**config.mk**
```make
export PLATFORM = sky130hd
export DESIGN_NAME = analog_stick_dpad
export DESIGN_NICKNAME = d
export VERILOG_FILES = /design/src/rtl/analog_pad_pkg.sv /design/src/rtl/analog_axis_filter.sv /design/src/rtl/analog_stick_dpad.sv
export SDC_FILE = /design/constraint.sdc
export NUM_CORES = 1
export LEC_CHECK = 0
export BUFFER_PORTS_ARGS = -buffer_cell sky130_fd_sc_hd__buf_2
export CAP_MARGIN = 40
export CORE_MARGIN = 3
export CORE_UTILIZATION = 55
export CTS_CLUSTER_DIAMETER = 30
export DETAILED_ROUTE_END_ITERATION = 10
export PLACE_DENSITY = 0.7
export SLEW_MARGIN = 40
export SYNTH_ARGS = -nofsm -noshare
export SYNTH_HDL_FRONTEND = slang
export SYNTH_HIERARCHICAL = 1
export SYNTH_SLANG_ARGS = --single-unit
```
**constraint.sdc**
```tcl
create_clock -name clk_sys -period 4 [get_ports clk_sys]
set_input_delay 0.8 -clock clk_sys [delete_from_list [all_inputs] [get_ports clk_sys]]
set_output_delay 0.8 -clock clk_sys [all_outputs]
set_load 0.02 [all_outputs]
```
**src/rtl/analog_pad_pkg.sv**
```systemverilog
// rtl/analog_pad_pkg.sv - shared types and helpers for the analog stick D-pad converter
package analog_pad_pkg;

  localparam int PAD_AXIS_W = 8;

  typedef enum logic [1:0] {NEG = 2'd0, NONE = 2'd1, POS = 2'd2} axis_dir_e;
  typedef enum logic {CAL = 1'b0, RUN = 1'b1} stick_state_e;

  // Magnitude of a signed offset; -2^AXIS_W maps to 2^AXIS_W, which still fits unsigned.
  function automatic logic [PAD_AXIS_W:0] abs_offset(input logic signed [PAD_AXIS_W:0] d);
    return d[PAD_AXIS_W] ? -d : d;
  endfunction

endpackage

```
**src/rtl/analog_axis_filter.sv**
```systemverilog
// rtl/analog_axis_filter.sv - per-axis centre offset, hysteresis and sample-count debounce
module analog_axis_filter
  import analog_pad_pkg::*;
#(
  parameter int                AXIS_W     = 8,
  parameter logic [AXIS_W-1:0] ENTER_TH   = 8'h30,
  parameter logic [AXIS_W-1:0] EXIT_TH    = 8'h20,
  parameter int                FILTER_CNT = 4
) (
  input  logic              clk_sys,
  input  logic              reset_n,
  input  logic              sample_en,
  input  logic              clear,
  input  logic [AXIS_W-1:0] sample,
  input  logic [AXIS_W-1:0] centre,
  output axis_dir_e         dir,
  output logic [AXIS_W:0]   mag
);

  localparam int CNT_W = $clog2(FILTER_CNT + 1);
  localparam logic signed [AXIS_W:0] ENTER_P = $signed({1'b0, ENTER_TH});
  localparam logic signed [AXIS_W:0] ENTER_N = -ENTER_P;
  localparam logic signed [AXIS_W:0] EXIT_P  = $signed({1'b0, EXIT_TH});
  localparam logic signed [AXIS_W:0] EXIT_N  = -EXIT_P;

  logic signed [AXIS_W:0] d;
  axis_dir_e              dir_q, prev_q, cand;
  logic [CNT_W-1:0]       cnt_q, cnt_inc;
  logic [AXIS_W:0]        mag_q;

  assign d = $signed({1'b0, sample}) - $signed({1'b0, centre});

  // Hysteresis is referenced to the debounced state, so release needs the narrower window.
  always_comb begin
    cand = dir_q;
    case (dir_q)
      NONE: begin
        if (d <= ENTER_N)      cand = NEG;
        else if (d >= ENTER_P) cand = POS;
      end
      NEG: begin
        if (d >= ENTER_P)      cand = POS;
        else if (d > EXIT_N)   cand = NONE;
      end
      POS: begin
        if (d <= ENTER_N)      cand = NEG;
        else if (d < EXIT_P)   cand = NONE;
      end
      default: cand = NONE;
    endcase
  end

  // A changed candidate restarts the run with this strobe as its first sample.
  assign cnt_inc = (cand != prev_q) ? CNT_W'(1) : cnt_q + CNT_W'(1);

  always_ff @(posedge clk_sys or negedge reset_n) begin
    if (!reset_n) begin
      dir_q  <= NONE;
      prev_q <= NONE;
      cnt_q  <= '0;
      mag_q  <= '0;
    end else if (clear) begin
      dir_q  <= NONE;
      prev_q <= NONE;
      cnt_q  <= '0;
      mag_q  <= '0;
    end else if (sample_en) begin
      mag_q  <= abs_offset(d);
      prev_q <= cand;
      if (cand == dir_q) begin
        cnt_q <= '0;
      end else if (cnt_inc >= CNT_W'(FILTER_CNT)) begin
        dir_q <= cand;
        cnt_q <= '0;
      end else begin
        cnt_q <= cnt_inc;
      end
    end
  end

  assign dir = dir_q;
  assign mag = mag_q;

endmodule

```
**src/rtl/analog_stick_dpad.sv**
```systemverilog
// rtl/analog_stick_dpad.sv - multi-stick analog to D-pad converter with calibration and 4-way mode
module analog_stick_dpad
  import analog_pad_pkg::*;
#(
  parameter int                NUM_STICKS = 2,
  parameter int                AXIS_W     = 8,
  parameter logic [AXIS_W-1:0] CENTER_DEF = 8'h80,
  parameter logic [AXIS_W-1:0] ENTER_TH   = 8'h30,
  parameter logic [AXIS_W-1:0] EXIT_TH    = 8'h20,
  parameter int                FILTER_CNT = 4,
  parameter int                CAL_LOG2   = 4,
  parameter logic [AXIS_W-1:0] CAL_LIMIT  = 8'h20
) (
  input  logic                         clk_sys,
  input  logic                         reset_n,
  input  logic [3:0]                   pad_type,
  input  logic                         sample_stb,
  input  logic [NUM_STICKS*AXIS_W-1:0] joy_x,
  input  logic [NUM_STICKS*AXIS_W-1:0] joy_y,
  input  logic                         mode_4way,
  input  logic                         recal,
  output logic                         cal_done,
  output logic                         joy_up,
  output logic                         joy_down,
  output logic                         joy_left,
  output logic                         joy_right
);

  localparam int ACC_W = AXIS_W + CAL_LOG2;

  logic [NUM_STICKS-1:0] stick_run;
  logic [NUM_STICKS-1:0] st_up, st_down, st_left, st_right;
  logic                  pad_active;

  // A centre too far from nominal means the stick was deflected during calibration.
  function automatic logic [AXIS_W-1:0] pick_centre(input logic [AXIS_W-1:0] avg);
    logic signed [AXIS_W:0] diff;
    diff = $signed({1'b0, avg}) - $signed({1'b0, CENTER_DEF});
    return (abs_offset(diff) > {1'b0, CAL_LIMIT}) ? CENTER_DEF : avg;
  endfunction

  for (genvar s = 0; s < NUM_STICKS; s++) begin : g_stick
    stick_state_e        state_q, state_d;
    logic [CAL_LOG2-1:0] cal_cnt_q;
    logic [ACC_W-1:0]    acc_x_q, acc_y_q, sum_x, sum_y;
    logic [AXIS_W-1:0]   cen_x_q, cen_y_q, x, y;
    logic                cal_last, run_en, keep_h, keep_v;
    axis_dir_e           dir_x, dir_y;
    logic [AXIS_W:0]     mag_x, mag_y;

    assign x        = joy_x[s*AXIS_W +: AXIS_W];
    assign y        = joy_y[s*AXIS_W +: AXIS_W];
    assign sum_x    = acc_x_q + ACC_W'(x);
    assign sum_y    = acc_y_q + ACC_W'(y);
    assign cal_last = (cal_cnt_q == '1);
    assign run_en   = sample_stb && !recal && (state_q == RUN);

    always_comb begin
      state_d = state_q;
      if (recal)
        state_d = CAL;
      else if (state_q == CAL && sample_stb && cal_last)
        state_d = RUN;
    end

    always_ff @(posedge clk_sys or negedge reset_n) begin
      if (!reset_n) begin
        state_q   <= CAL;
        cal_cnt_q <= '0;
        acc_x_q   <= '0;
        acc_y_q   <= '0;
        cen_x_q   <= CENTER_DEF;
        cen_y_q   <= CENTER_DEF;
      end else begin
        state_q <= state_d;
        if (recal) begin
          cal_cnt_q <= '0;
          acc_x_q   <= '0;
          acc_y_q   <= '0;
        end else if (state_q == CAL && sample_stb) begin
          if (cal_last) begin
            cen_x_q   <= pick_centre(sum_x[ACC_W-1:CAL_LOG2]);
            cen_y_q   <= pick_centre(sum_y[ACC_W-1:CAL_LOG2]);
            cal_cnt_q <= '0;
            acc_x_q   <= '0;
            acc_y_q   <= '0;
          end else begin
            cal_cnt_q <= cal_cnt_q + 1'b1;
            acc_x_q   <= sum_x;
            acc_y_q   <= sum_y;
          end
        end
      end
    end

    analog_axis_filter #(
      .AXIS_W(AXIS_W), .ENTER_TH(ENTER_TH), .EXIT_TH(EXIT_TH), .FILTER_CNT(FILTER_CNT)
    ) u_x (
      .clk_sys(clk_sys), .reset_n(reset_n), .sample_en(run_en), .clear(recal),
      .sample(x), .centre(cen_x_q), .dir(dir_x), .mag(mag_x)
    );

    analog_axis_filter #(
      .AXIS_W(AXIS_W), .ENTER_TH(ENTER_TH), .EXIT_TH(EXIT_TH), .FILTER_CNT(FILTER_CNT)
    ) u_y (
      .clk_sys(clk_sys), .reset_n(reset_n), .sample_en(run_en), .clear(recal),
      .sample(y), .centre(cen_y_q), .dir(dir_y), .mag(mag_y)
    );

    // Diagonal in 4-way mode keeps the dominant axis; horizontal wins ties.
    always_comb begin
      keep_h = 1'b1;
      keep_v = 1'b1;
      if (mode_4way && dir_x != NONE && dir_y != NONE) begin
        keep_h = (mag_x >= mag_y);
        keep_v = !keep_h;
      end
    end

    assign stick_run[s] = (state_q == RUN);
    assign st_left[s]   = stick_run[s] && keep_h && (dir_x == NEG);
    assign st_right[s]  = stick_run[s] && keep_h && (dir_x == POS);
    assign st_up[s]     = stick_run[s] && keep_v && (dir_y == NEG);
    assign st_down[s]   = stick_run[s] && keep_v && (dir_y == POS);
  end

  assign cal_done   = &stick_run;
  assign pad_active = (pad_type == 4'h3);

  always_ff @(posedge clk_sys or negedge reset_n) begin
    if (!reset_n) begin
      joy_up    <= 1'b0;
      joy_down  <= 1'b0;
      joy_left  <= 1'b0;
      joy_right <= 1'b0;
    end else begin
      joy_up    <= pad_active && (|st_up);
      joy_down  <= pad_active && (|st_down);
      joy_left  <= pad_active && (|st_left);
      joy_right <= pad_active && (|st_right);
    end
  end

endmodule
```
# After elaboration in Yosys (flattened, before gate mapping)
# Cells that the tools add are included.
dict set report word_totals {
  register_bits 158
  elab_cells 287
  output_inout_bits 5
  in_bits 41
}
dict set report op_classes {
  n_bitwise 3
  n_addsub 26
  n_eq_ne 27
  muxes 118
  reduce_logical 55
  order_cmp 26
}
# operator n
set op_table {}
lappend op_table {{12-bit two-way mux} 12}
lappend op_table {{9-bit two-way mux} 16}
lappend op_table {{2-bit two-way mux} 48}
lappend op_table {{9-bit by 6-bit > comparator with 1-bit output, second input constant} 8}
lappend op_table {{9-bit negator} 8}
lappend op_table {{3-bit two-way mux} 20}
lappend op_table {{12-bit by 8-bit adder with 12-bit output} 4}
lappend op_table {{9-bit by 7-bit greater-or-equal comparator with 1-bit output, second input constant} 4}
lappend op_table {{9-bit by 7-bit less-or-equal comparator with 1-bit output, second input constant} 4}
lappend op_table {{9-bit by 7-bit less-than comparator with 1-bit output, second input constant} 4}
lappend op_table {{8-bit by 8-bit subtractor with 9-bit output} 4}
lappend op_table {{8-bit by 8-bit subtractor with 9-bit output, second input constant} 4}
lappend op_table {{8-bit two-way mux} 4}
lappend op_table {{1-bit logical AND} 27}
lappend op_table {{4-bit two-way mux} 6}
lappend op_table {{2-bit case mux with 3 select lines} 4}
lappend op_table {{2-bit nonzero test} 10}
lappend op_table {{9-bit greater-or-equal comparator} 2}
lappend op_table {{3-bit AND reduction} 6}
lappend op_table {{3-bit by 1-bit adder with 3-bit output, second input constant} 4}
lappend op_table {{3-bit greater-or-equal comparator, second input constant} 4}
lappend op_table {{4-bit by 1-bit adder with 4-bit output, second input constant} 2}
lappend op_table {{2-bit by 1-bit == test with 1-bit output, second input constant} 4}
lappend op_table {{2-bit == test} 4}
lappend op_table {{12 further kinds} 42}

# Logic depth before layout (Yosys ltp)
# Gate-level depths: netlist of run 1.
dict set report logic_depth {
  depth_word 12
  mapped_depth 13
}

# By module
# The synthesis of run 1 kept the hierarchy.
# module n_inst cells_each area_per_inst_um2
set by_module_without_submodules {}
lappend by_module_without_submodules {analog_stick_dpad 1 662 6170.9}
lappend by_module_without_submodules {{analog_axis_filter (g_stick[0].u_y ...)} 3 205 1694.1}
lappend by_module_without_submodules {{analog_axis_filter (g_stick[0].u_x)} 1 192 1650.3}

# Worst setup path before layout of run 1
# No wires, ideal clock.
dict set report synth_path {
  kind {input-to-reg}
  from {input joy_y[0]}
  to {register g_stick[0].u_y.dir_q[0]}
  cell_stages 13
  t_required_ps 3923
  setup_slack_ps 380
  setup_time_ps 77
  path_buffers 0
  arrival_time_ps 3543
  path_cell_list {inv_1 > ha_1 > inv_1 > fa_1 > a21o_1 > a221oi_4 > o21a_1 > nor3_1 > a2bb2o_2 > a2111oi_4 > o22ai_2 > or3_1 > a31oi_1}
}
dict set report synth_via {
  elab_chain_len 10
  elab_cells_between_ends 23
  cone_classes {add/sub: 1; order compare: 5; eq/ne: 3; mux: 12; reduce/logical: 2}
}
# item line_no
set synth_lines {}
lappend synth_lines {{from (decl)} analog_stick_dpad.sv:19} ;# input logic [NUM_STICKS*AXIS_W-1:0] joy_y,
lappend synth_lines {{8-bit by 8-bit subtractor with 9-bit output (*)} analog_axis_filter.sv:31} ;# assign d = $signed({1'b0, sample}) - $signed({1'b0, centre});
lappend synth_lines {{9-bit by 7-bit less-than comparator with 1-bit output (tied with other cells)} analog_axis_filter.sv:47} ;# else if (d < EXIT_P) cand = NONE;
lappend synth_lines {{2-bit two-way mux (on tied branches)} {analog_axis_filter.sv:47, analog_axis_filter.sv:39, analog_axis_filter.sv:43}}
lappend synth_lines {{2-bit two-way mux (on tied branches)} {analog_axis_filter.sv:46, analog_axis_filter.sv:38, analog_axis_filter.sv:42}}
lappend synth_lines {{2-bit case mux with 3 select lines (*)} analog_axis_filter.sv:36} ;# case (dir_q)
lappend synth_lines {{2-bit != test} analog_axis_filter.sv:54} ;# assign cnt_inc = (cand != prev_q) ? CNT_W'(1) : cnt_q + CNT_W'(1);
lappend synth_lines {{3-bit two-way mux} analog_axis_filter.sv:54}
lappend synth_lines {{3-bit greater-or-equal comparator} analog_axis_filter.sv:72} ;# end else if (cnt_inc >= CNT_W'(FILTER_CNT)) begin
lappend synth_lines {{2-bit nonzero test (no source line)} -}
lappend synth_lines {{3-bit AND reduction (no source line)} -}
lappend synth_lines {{to (signal assigned)} analog_axis_filter.sv:73} ;# dir_q <= cand;
lappend synth_lines {{to (decl)} analog_axis_filter.sv:27} ;# axis_dir_e dir_q, prev_q, cand;
# Every way passes the cells marked *; elsewhere a longest branch is shown, timed or not. The select of a mux whose other input is x is not followed.
# A chain may end at the register's enable or synchronous reset.

# Worst setup path in the final report of run 1
dict set report layout_path {
  from {input joy_y[8]}
  to {register g_stick[1].u_y.cnt_q[0]}
}
dict set report layout_via {
  elab_chain_len 12
  elab_cells_between_ends 20
  cone_classes {add/sub: 1; order compare: 5; eq/ne: 2; mux: 12}
}
# item line_no
set layout_lines {}
lappend layout_lines {{8-bit by 8-bit subtractor with 9-bit output (*)} analog_axis_filter.sv:31}
lappend layout_lines {{9-bit by 7-bit less-than comparator with 1-bit output (tied with other cells)} analog_axis_filter.sv:47}
lappend layout_lines {{2-bit two-way mux (on tied branches)} {analog_axis_filter.sv:47, analog_axis_filter.sv:39, analog_axis_filter.sv:43}}
lappend layout_lines {{2-bit two-way mux (on tied branches)} {analog_axis_filter.sv:46, analog_axis_filter.sv:38, analog_axis_filter.sv:42}}
lappend layout_lines {{2-bit case mux with 3 select lines (*)} analog_axis_filter.sv:36}
lappend layout_lines {{2-bit != test} analog_axis_filter.sv:54}
lappend layout_lines {{3-bit two-way mux} analog_axis_filter.sv:54}
lappend layout_lines {{3-bit greater-or-equal comparator} analog_axis_filter.sv:72}
lappend layout_lines {{3-bit two-way mux} analog_axis_filter.sv:72}
lappend layout_lines {{3-bit two-way mux (*)} analog_axis_filter.sv:70} ;# if (cand == dir_q) begin
lappend layout_lines {{3-bit two-way mux (*)} analog_axis_filter.sv:67} ;# end else if (sample_en) begin
lappend layout_lines {{3-bit two-way mux (*)} analog_axis_filter.sv:62} ;# end else if (clear) begin
lappend layout_lines {{to (signal assigned)} analog_axis_filter.sv:76} ;# cnt_q <= cnt_inc;
lappend layout_lines {{to (decl)} analog_axis_filter.sv:28} ;# logic [CNT_W-1:0] cnt_q, cnt_inc;
# Marked as above.

==> results of run 1 <==
-- per-layer routing --
metal / GRT usage / vias up
met4: 0.0549 / 0
li1: - / 5560
met1: 0.370 / 5431
met3: 0.0310 / 23
met5: 0 / -
met2: 0.371 / 217
-- sequential cells by signal, summed over array words and instances, names as in the netlist --
| name | count |
|---|---|
| g_stick.acc_x_q | 24 |
| g_stick.acc_y_q | 24 |
| g_stick.u_x/mag | 18 |
| g_stick.u_y/mag | 18 |
| g_stick.cen_x_q | 16 |
| g_stick.cen_y_q | 16 |
| g_stick.cal_cnt_q | 8 |
| g_stick.u_x/cnt_q | 6 |
| g_stick.u_y/cnt_q | 6 |
| g_stick.u_x/dir | 4 |
| g_stick.u_x/prev_q | 4 |
| g_stick.u_y/dir | 4 |
| g_stick.u_y/prev_q | 4 |
| g_stick.state_q | 2 |
| joy_down | 1 |
| joy_left | 1 |
| joy_right | 1 |
| joy_up | 1 |
-- worst reg2reg max path, cell delays in order, from the launching register on --
cell and delay (ns):
dfrtp_1 0.39, ha_1 0.16, inv_1 0.05, fa_1 0.44, a21o_1 0.24, a221oi_4 0.34, xnor2_2 0.21, nor4_2 0.11
a2bb2o_2 0.30, o41a_1 0.44, o22ai_2 0.28, nor2_1 0.10, a211oi_1 0.25
-- report_power, final --
part           internal, W  switching [W]
clock             0.000966       0.000712
sequential         0.00165      0.0000398
combinational     0.000479       0.000729
total              0.00309        0.00148
-- cell type report --
cell class	instances	share of cell area
clock buffer	19	0.0318
clock inverter	13	0.0106
inverter	114	0.0301
multi-input combinational	1156	0.586
sequential	158	0.279
tap	313	0.0275
timing repair buffer	81	0.0354
-- cells in the final DEF, fill, tap and decap left out, types with 14 or more instances in the layout --
master     synthesis  final
dfrtp_1          146    146
nor2_1           139    137
nand2_1          116    116
inv_1            114    114
ha_1              97     97
o21ai_0           74     74
a21oi_1           71     71
xnor2_1           44     44
buf_2              8     44
nand3_1           41     41
buf_4              0     36
a211oi_1          32     32
a21o_1            31     31
nor3_1            32     31
a22o_1            25     25
nor2b_1           23     23
xor2_1            23     23
mux2i_1           23     23
o21ai_1           21     21
and3_1            21     21
nand2b_1          20     20
or3_1             17     17
nor4_1            17     17
clkbuf_16          0     17
o211ai_1          16     16
o31ai_1           16     16
a311oi_1          15     14
nand4_1           14     14
-- logic make-up (layout without fill, tap and decap cells) --
group,after synthesis,after routing
DFF,158,158
adders and majority gates,105,105
muxes,25,25
and+or+nand+nor,509,509
buffers and inverters,155,227
xor gates and xnor gates,74,74
AOI/OAI and AO/OA,443,443
-- worst paths after layout --
| check | start | to | depth (start not counted) |
|---|---|---|---|
| setup / recovery | joy_y[8] | g_stick[1].u_y/cnt_q[0] | 14 |
| hold / removal | reset_n | g_stick[1].u_x/prev_q[1] | 1 |
| setup reg to reg | g_stick[1].cen_y_q[0] | g_stick[1].u_y/cnt_q[0] | 12 |
| hold reg to reg | g_stick[0].cen_x_q[6] | g_stick[0].cen_x_q[6] | 1 |
| max in group asynchronous | reset_n | g_stick[1].cen_y_q[7] | 2 |
| min in group clk_sys | g_stick[0].cen_x_q[6] | g_stick[0].cen_x_q[6] | 1 |
-- through the flow --
step	hold WS (ns)	power, W	instances	worst slack [ns]	util
after floorplan	0.449	0.00259	1469	0.380	-
after global placement	0.462	0.00288	1822	0.156	0.596
after detailed placement	0.470	0.00291	1822	0.0335	0.596
after CTS	0.436	0.00460	1854	0.452	0.623
after global routing	0.453	0.00482	1854	0.210	0.623
final	0.387	0.00458	1854	0.415	0.623
==> summary.md, run 1 <==
| Metric | Value |
|---|---|
| Status | finished clean |
| Max Buffers Root-to-Sink | 2 |
| CP cell instances | buf_2 -> inv_1 -> ha_1 -> inv_1 -> fa_1 -> a21o_1 -> a221oi_4 -> xnor2_2 -> nor4_2 -> a2bb2o_2 -> o41a_1 -> o22ai_2 -> nor2_1 -> a211oi_1 |
| HP Class | in2async |
| Final setup vio count | 0 |
| Final wirelength | 30,500 microns |
| Seq. cell area | 3970 sq um |
| Top Layer Used | met4 |
| Most frequent cells after synthesis | dfrtp_1 (146), nor2_1 (139), nand2_1 (116) |
| Core Region | 22,800 sq um |
| Area leader, netlist | dfrtp_1 |
| Drt via density | 6.06 |
| Post-DRT Antenna Nets | 0 |
| Synth Area in Adders | 0.106 |
| Setup bufs post-CTS | 0 |
| Max Cap Viol | 0 |
| DRT iter0 DRCs | 711 |
| Clk sink count | 158 |
| P&R area growth vs syn | 10.3% |
| Area of the multi-input gates | 8340 sq um |
| CP required | 4.32 ns |
| Gr ovfl total | 0 |
| Slew @ Worst Pin | 0.767 ns |
| DRC | 0 |
| Gpl congestion | 0.936 |
| Vias in the first global route | 10,560 |
| Final Cycle Share | 0.896 |
| Mux contribution to synthesized area | 0.0196 |
| WP buf/inv | 3 |
| Synth Instances | 1,469 |
| Cell family with most CP delay | compound AO/OA/AOI/OAI gates |
| Peak Freq | 0.279 GHz |
| Syn_nets | 1,615 |
| Post-synthesis simple-gate area fraction | 0.205 |
| CTS H-tree lvls | 4 |
| First-pass GRT wire length | 52,400 microns |
| TritonCTS clock tree | yes |
| Clock Skews | 0.0191 ns |
| FFs w/ async S/R, synth | 1.00 |
| I/O Pins | 46 |
| CP Launch Type | input pin |
| Slowest-stage cell, CP | fa_1 |
| Dpl hpwl | 23,100 microns |
| Total negative setup slack | 0 ns |
| Rel. slew slack | 0.488 |
| Largest net degree at the start of global routing | 85 |
| WL met2 | 13,300 microns |
| # rows | 55 |
| EDFF count, synth | 0 |
| Leakage Power | 6.12 nW |
| Main combinational cell family by area after synthesis | compound AO/OA/AOI/OAI gates |
| Leading cell type by number of instances after synthesis | dfrtp_1 |
| Resized cells post-CTS | 0 |
| Critical path's most frequent cell | inv_1 |
| Final Max Tran Viols | 0 |
| Final min period | 3.59 ns |
| CP Max Fanout | 5 |
| Total CTS buffers | 17 |
| Post-route cell area | 14,200 sq um |
| Synth warn | 6 |
| RSZ-0062 raised after global routing | false |
| Initial antenna violation count | 0 |
| Die Height | 159 microns |
| Vias | 11,231 |
| CTS root buf | clkbuf_16 |
| Fraction of layout cells with a size suffix above 1 | 0.131 |
| Initial Utilization | 0.565 |
| Clk pin slew, worst setup/hold paths | 0.06 ns |
| Top_reg_cell synth | dfrtp_1 |
| VDD IR max | 249 uV |
| Clk_lat worst skew | 0.44 ns |
| Max incr delay on CP | 0.44 ns |
| N_diodes | 0 |
| Sequential fraction of the synthesis area | 0.308 |
| Post-Syn Area per Cell | 8.78 sq um |
| Met1 wire length | 15,700 microns |
| Synth Area in Compound Gates | 0.259 |
| Gr usage total | 0.243 |
| DR WL/cell | 16.4 microns |
| Nature of the critical path endpoint | flop |
| Die Footprint | 25,300 sq um |
| Hold Buf Count CTS | 0 |
| Synth cell types | 97 |
| WS Path Type | in2reg |
| Synthesis-stage register bit count | 158 |
| Pre-antenna DRT Iters | 5 |
| Placed inst area | 13,600 sq um |
| Port-buffer cells | 45 |
| Endpoints failing hold | 0 |
| Met3 WL | 1140 microns |
| XOR/XNOR Fraction of Synth Area | 0.0543 |
| Power Dens Cells | 321 nW/um^2 |
| Yosys top cell area share | 0.283 |
| Width of the die | 159 microns |
| Crit path DAT | 3.91 ns |
| Worst reg-to-reg setup slack | 0.57 ns |
| Fill cell count | 2,054 |
| Post-Syn Area | 12,900 sq um |
| Synth top area cells | dfrtp_1 (28%), ha_1 (9.4%), nor2_1 (4.0%), nand2_1 (3.4%), inv_1 (3.3%) |
| Layout Nets | 1,674 |
(Power assumes the default switching activity.)
==> run 2: changes to the inputs <==
--- a/config.mk
+++ b/config.mk
@@ -5,6 +5,7 @@
 export SDC_FILE = /design/constraint.sdc
 export NUM_CORES = 1
 export LEC_CHECK = 0
+export ABC_AREA = 1
 export BUFFER_PORTS_ARGS = -buffer_cell sky130_fd_sc_hd__buf_2
 export CAP_MARGIN = 40
 export CORE_MARGIN = 3
==> run 2 against run 1 <==
Compared with the run above:
- wire length is 7.7% lower
- combinational power is 19% higher
- setup slack better by 0.65 ns
- utilization is 0.42 points lower
- register-to-register slack better by 0.59 ns
- non-clock buffer count is 26 lower
- synthesized area hardly changed
- via count is 1.1% lower
- highest routed layer unchanged
==> summary.md, run 2 <==
| Metric | Value |
|---|---|
| P&R area growth vs syn | 9.56% |
| Most frequent cells after synthesis | nand2_1 (472), inv_1 (250), dfrtp_1 (146) |
| Total CTS buffers | 17 (unchanged) |
| Die Footprint | 25,300 sq um (about the same) |
| Synth warn | 6 (unchanged) |
| Leading cell type by number of instances after synthesis | nand2_1 |
| Initial antenna violation count | 1 (+1) |
| DR WL/cell | 13.1 microns (-20%) |
| Met3 WL | 940 microns (-18%) |
| DRC | 0 (unchanged) |
| # rows | 55 (unchanged) |
| Synthesis-stage register bit count | 158 (unchanged) |
| Vias | 11,102 (-1.1%) |
| FFs w/ async S/R, synth | 1.00 (unchanged) |
| Slew @ Worst Pin | 0.646 ns (-0.122 ns) |
| Slowest-stage cell, CP | fa_1 |
| Utilization after layout | 0.619 (-0.00422) |
| Clk sink count | 158 (unchanged) |
| Final setup vio count | 0 (unchanged) |
| Top Layer Used | met4 |
| Max Cap Viol | 0 (unchanged) |
| Psw | 0.00166 W (+12%) |
| Met1 wire length | 14,300 microns (-9.2%) |
| Initial Utilization | 0.565 (about the same) |
| Resized cells post-CTS | 0 (unchanged) |
| Vias in the first global route | 10,458 (-0.97%) |
| Gr usage total | 0.228 (-0.0155) |
| CP Max Fanout | 7 (+2) |
| Clk_lat worst skew | 0.43 ns (about the same) |
| Clock Skews | 0.0131 ns (-0.00593 ns) |
| CTS H-tree lvls | 4 (unchanged) |
| Fill cell count | 2,146 (+4.5%) |
| Logic pwr share | 0.296 (+0.032) |
| Leakage Power | 7.27 nW (+19%) |
| Hold Buf Count CTS | 0 (unchanged) |
| CP required | 4.35 ns (+0.03 ns) |
| Area leader, netlist | dfrtp_1 |
| Crit path DAT | 3.29 ns (-0.62 ns) |
| Int Pwr | 0.00319 W (+3.2%) |
| Clock Power Share | 0.342 (-0.025) |
| Top_reg_cell synth | dfrtp_1 |
| Top flop regs | g_stick.acc_x_q (24), g_stick.acc_y_q (24) |
| Rel. slew slack | 0.570 (+0.0812) |
| Commonest non-fill, non-tap cell in the layout | nand2_1 |
| Status | finished clean |
| Width of the die | 159 microns (about the same) |
| CTS root buf | clkbuf_16 |
| Final wirelength | 28,100 microns (-7.7%) |
| Yosys top cell area share | 0.283 (about the same) |
| Critical path's most frequent cell | nand2_1 |
| Final Cycle Share | 0.735 (-0.161) |
| Sequential power share | 0.362 (-0.007) |
| CP Launch Type | input pin |
| WL met2 | 12,600 microns (-5.1%) |
| Clk pin slew, worst setup/hold paths | 0.06 ns (about the same) |
| Post-Syn Area | 12,900 sq um (about the same) |
| Max incr delay on CP | 0.42 ns (-0.02 ns) |
| Post-Syn Area per Cell | 7.30 sq um (-17%) |
| Die Height | 159 microns (about the same) |
| Largest net degree at the start of global routing | 68 (-20%) |
| Synth top area cells | dfrtp_1 (28%), nand2_1 (14%), ha_1 (9.4%), inv_1 (7.3%), nand3_1 (5.6%) |
| Area of the multi-input gates | 7800 sq um (-6.5%) |
| Core Region | 22,800 sq um (unchanged) |
| VDD IR max | 238 uV (-4.6%) |
| Max Buffers Root-to-Sink | 2 (unchanged) |
| Synth Instances | 1,768 (+20%) |
| Pre-antenna DRT Iters | 5 (unchanged) |
| Gpl congestion | 0.876 (-6.5%) |
| Endpoints failing hold | 0 (unchanged) |
| CP cell instances | buf_2 -> ha_1 -> fa_1 -> nand2_1 -> nand2_1 -> o21ai_2 -> xor2_1 -> ha_1 -> nand3_2 -> nand3b_1 -> nand2_1 -> nand3_1 -> nand2_2 -> nand2_4 -> o21ai_2 |
| Final Max Tran Viols | 0 (unchanged) |
| I/O Pins | 46 (unchanged) |
| Synth cell types | 53 (-45%) |
| Syn_nets | 1,914 (+19%) |
| Layout Nets | 1,963 (+17%) |
| TritonCTS clock tree | yes |
| HP Class | in2async |
| Drt via density | 5.18 (-15%) |
| Total negative setup slack | 0 ns (unchanged) |
| Setup bufs post-CTS | 0 (unchanged) |
| DRT iter0 DRCs | 700 (-1.5%) |
| Commonest non-fill, non-tap cells in the layout | nand2_1 (472), inv_1 (250), dfrtp_1 (146), nand3_1 (144), nor2_1 (100) |
| Sequential fraction of the synthesis area | 0.308 (about the same) |
| First-pass GRT wire length | 49,000 microns (-6.6%) |
| Seq. cell area | 3970 sq um (unchanged) |
| Post-DRT Antenna Nets | 0 (unchanged) |
| Peak Freq | 0.340 GHz (+22%) |
| WS Path Type | in2reg |
| Power Dens Cells | 344 nW/um^2 (+6.9%) |
| Final min period | 2.94 ns (-0.646 ns) |
| Fraction of layout cells with a size suffix above 1 | 0.174 (+0.0432) |
| Gr ovfl total | 0 (unchanged) |
| RSZ-0062 raised after global routing | false |
| EDFF count, synth | 0 (unchanged) |
| Nature of the critical path endpoint | flop |
| Port-buffer cells | 45 (unchanged) |
| Switch share | 0.342 (+0.0187) |
| Dpl hpwl | 21,900 microns (-5.0%) |
[run 2: power by group through the flow]
stage	logic (W)	registers (W)	clock network (W)
after floorplan	0.00112	0.00177	0
after global placement	0.00140	0.00178	0
after detailed placement	0.00144	0.00179	0
after CTS	0.00144	0.00176	0.00170
after global routing	0.00164	0.00177	0.00176
final	0.00144	0.00176	0.00166
[run 2: through the flow]
step / total power (W) / std cells / hold slack (ns) / setup WS, ns / area, sq um
finish: 0.00486 / 2144 / 0.351 / 1.06 / 14100
global route: 0.00518 / 2144 / 0.389 / 0.843 / 14100
CTS: 0.00490 / 2143 / 0.378 / 1.08 / 14100
detailed placement: 0.00322 / 2111 / 0.461 / 0.645 / 13500
global placement: 0.00318 / 2110 / 0.457 / 0.756 / 13500
floorplan: 0.00289 / 1768 / 0.445 / 1.07 / 12900
[run 2: final timing paths]
kind,startpoint,endpoint,slack [ns],cells past startpoint
max,joy_y[0],g_stick[0].cen_y_q[2],1.06,15
min,reset_n,g_stick[1].u_x/prev_q[1],0.35,1
max reg2reg,g_stick[0].acc_y_q[0],g_stick[0].cen_y_q[2],1.16,14
min reg2reg,g_stick[1].cen_y_q[7],g_stick[1].cen_y_q[7],0.47,2
max in group asynchronous,reset_n,g_stick[0].cen_x_q[7],2.74,2
min in group clk_sys,g_stick[1].cen_y_q[7],g_stick[1].cen_y_q[7],0.47,2
[run 2: logic make-up (layout without fill, tap and decap cells)]
family          count (synthesis)  in the layout  synth area share
simple gates                  935            935             0.353
buf+inv                       306            368            0.0900
compound gates                212            212             0.105
flops                         158            158             0.308
fa+ha+maj                     105            105             0.106
xor+xnor                       52             52            0.0382
other cells                     0              1                 0
[run 2: area by class of cell]
type,count,area share
Antenna cell,1,0.000177
Clock buffer,22,0.0321
Clock inverter,10,0.00991
Inverter,281,0.0746
Multi-Input combinational cell,1304,0.552
Sequential cell,158,0.281
Tap cell,313,0.0277
Timing Repair Buffer,55,0.0231
[run 2: per-layer routing]
metal | track usage | vias up
met5 | 0 | -
met4 | 0.0485 | 0
met3 | 0.0341 | 16
met2 | 0.362 | 154
met1 | 0.332 | 5159
li1 | - | 5773
[run 2: critical path, delay by kind of cell]
family	cells	cell delay (ns)
AO/OA/AOI/OAI	2	0.21
XOR/XNOR	1	0.40
adder cells (fa/ha/maj)	3	0.94
buffers and inverters	1	0.11
AND/OR/NAND/NOR	8	0.82
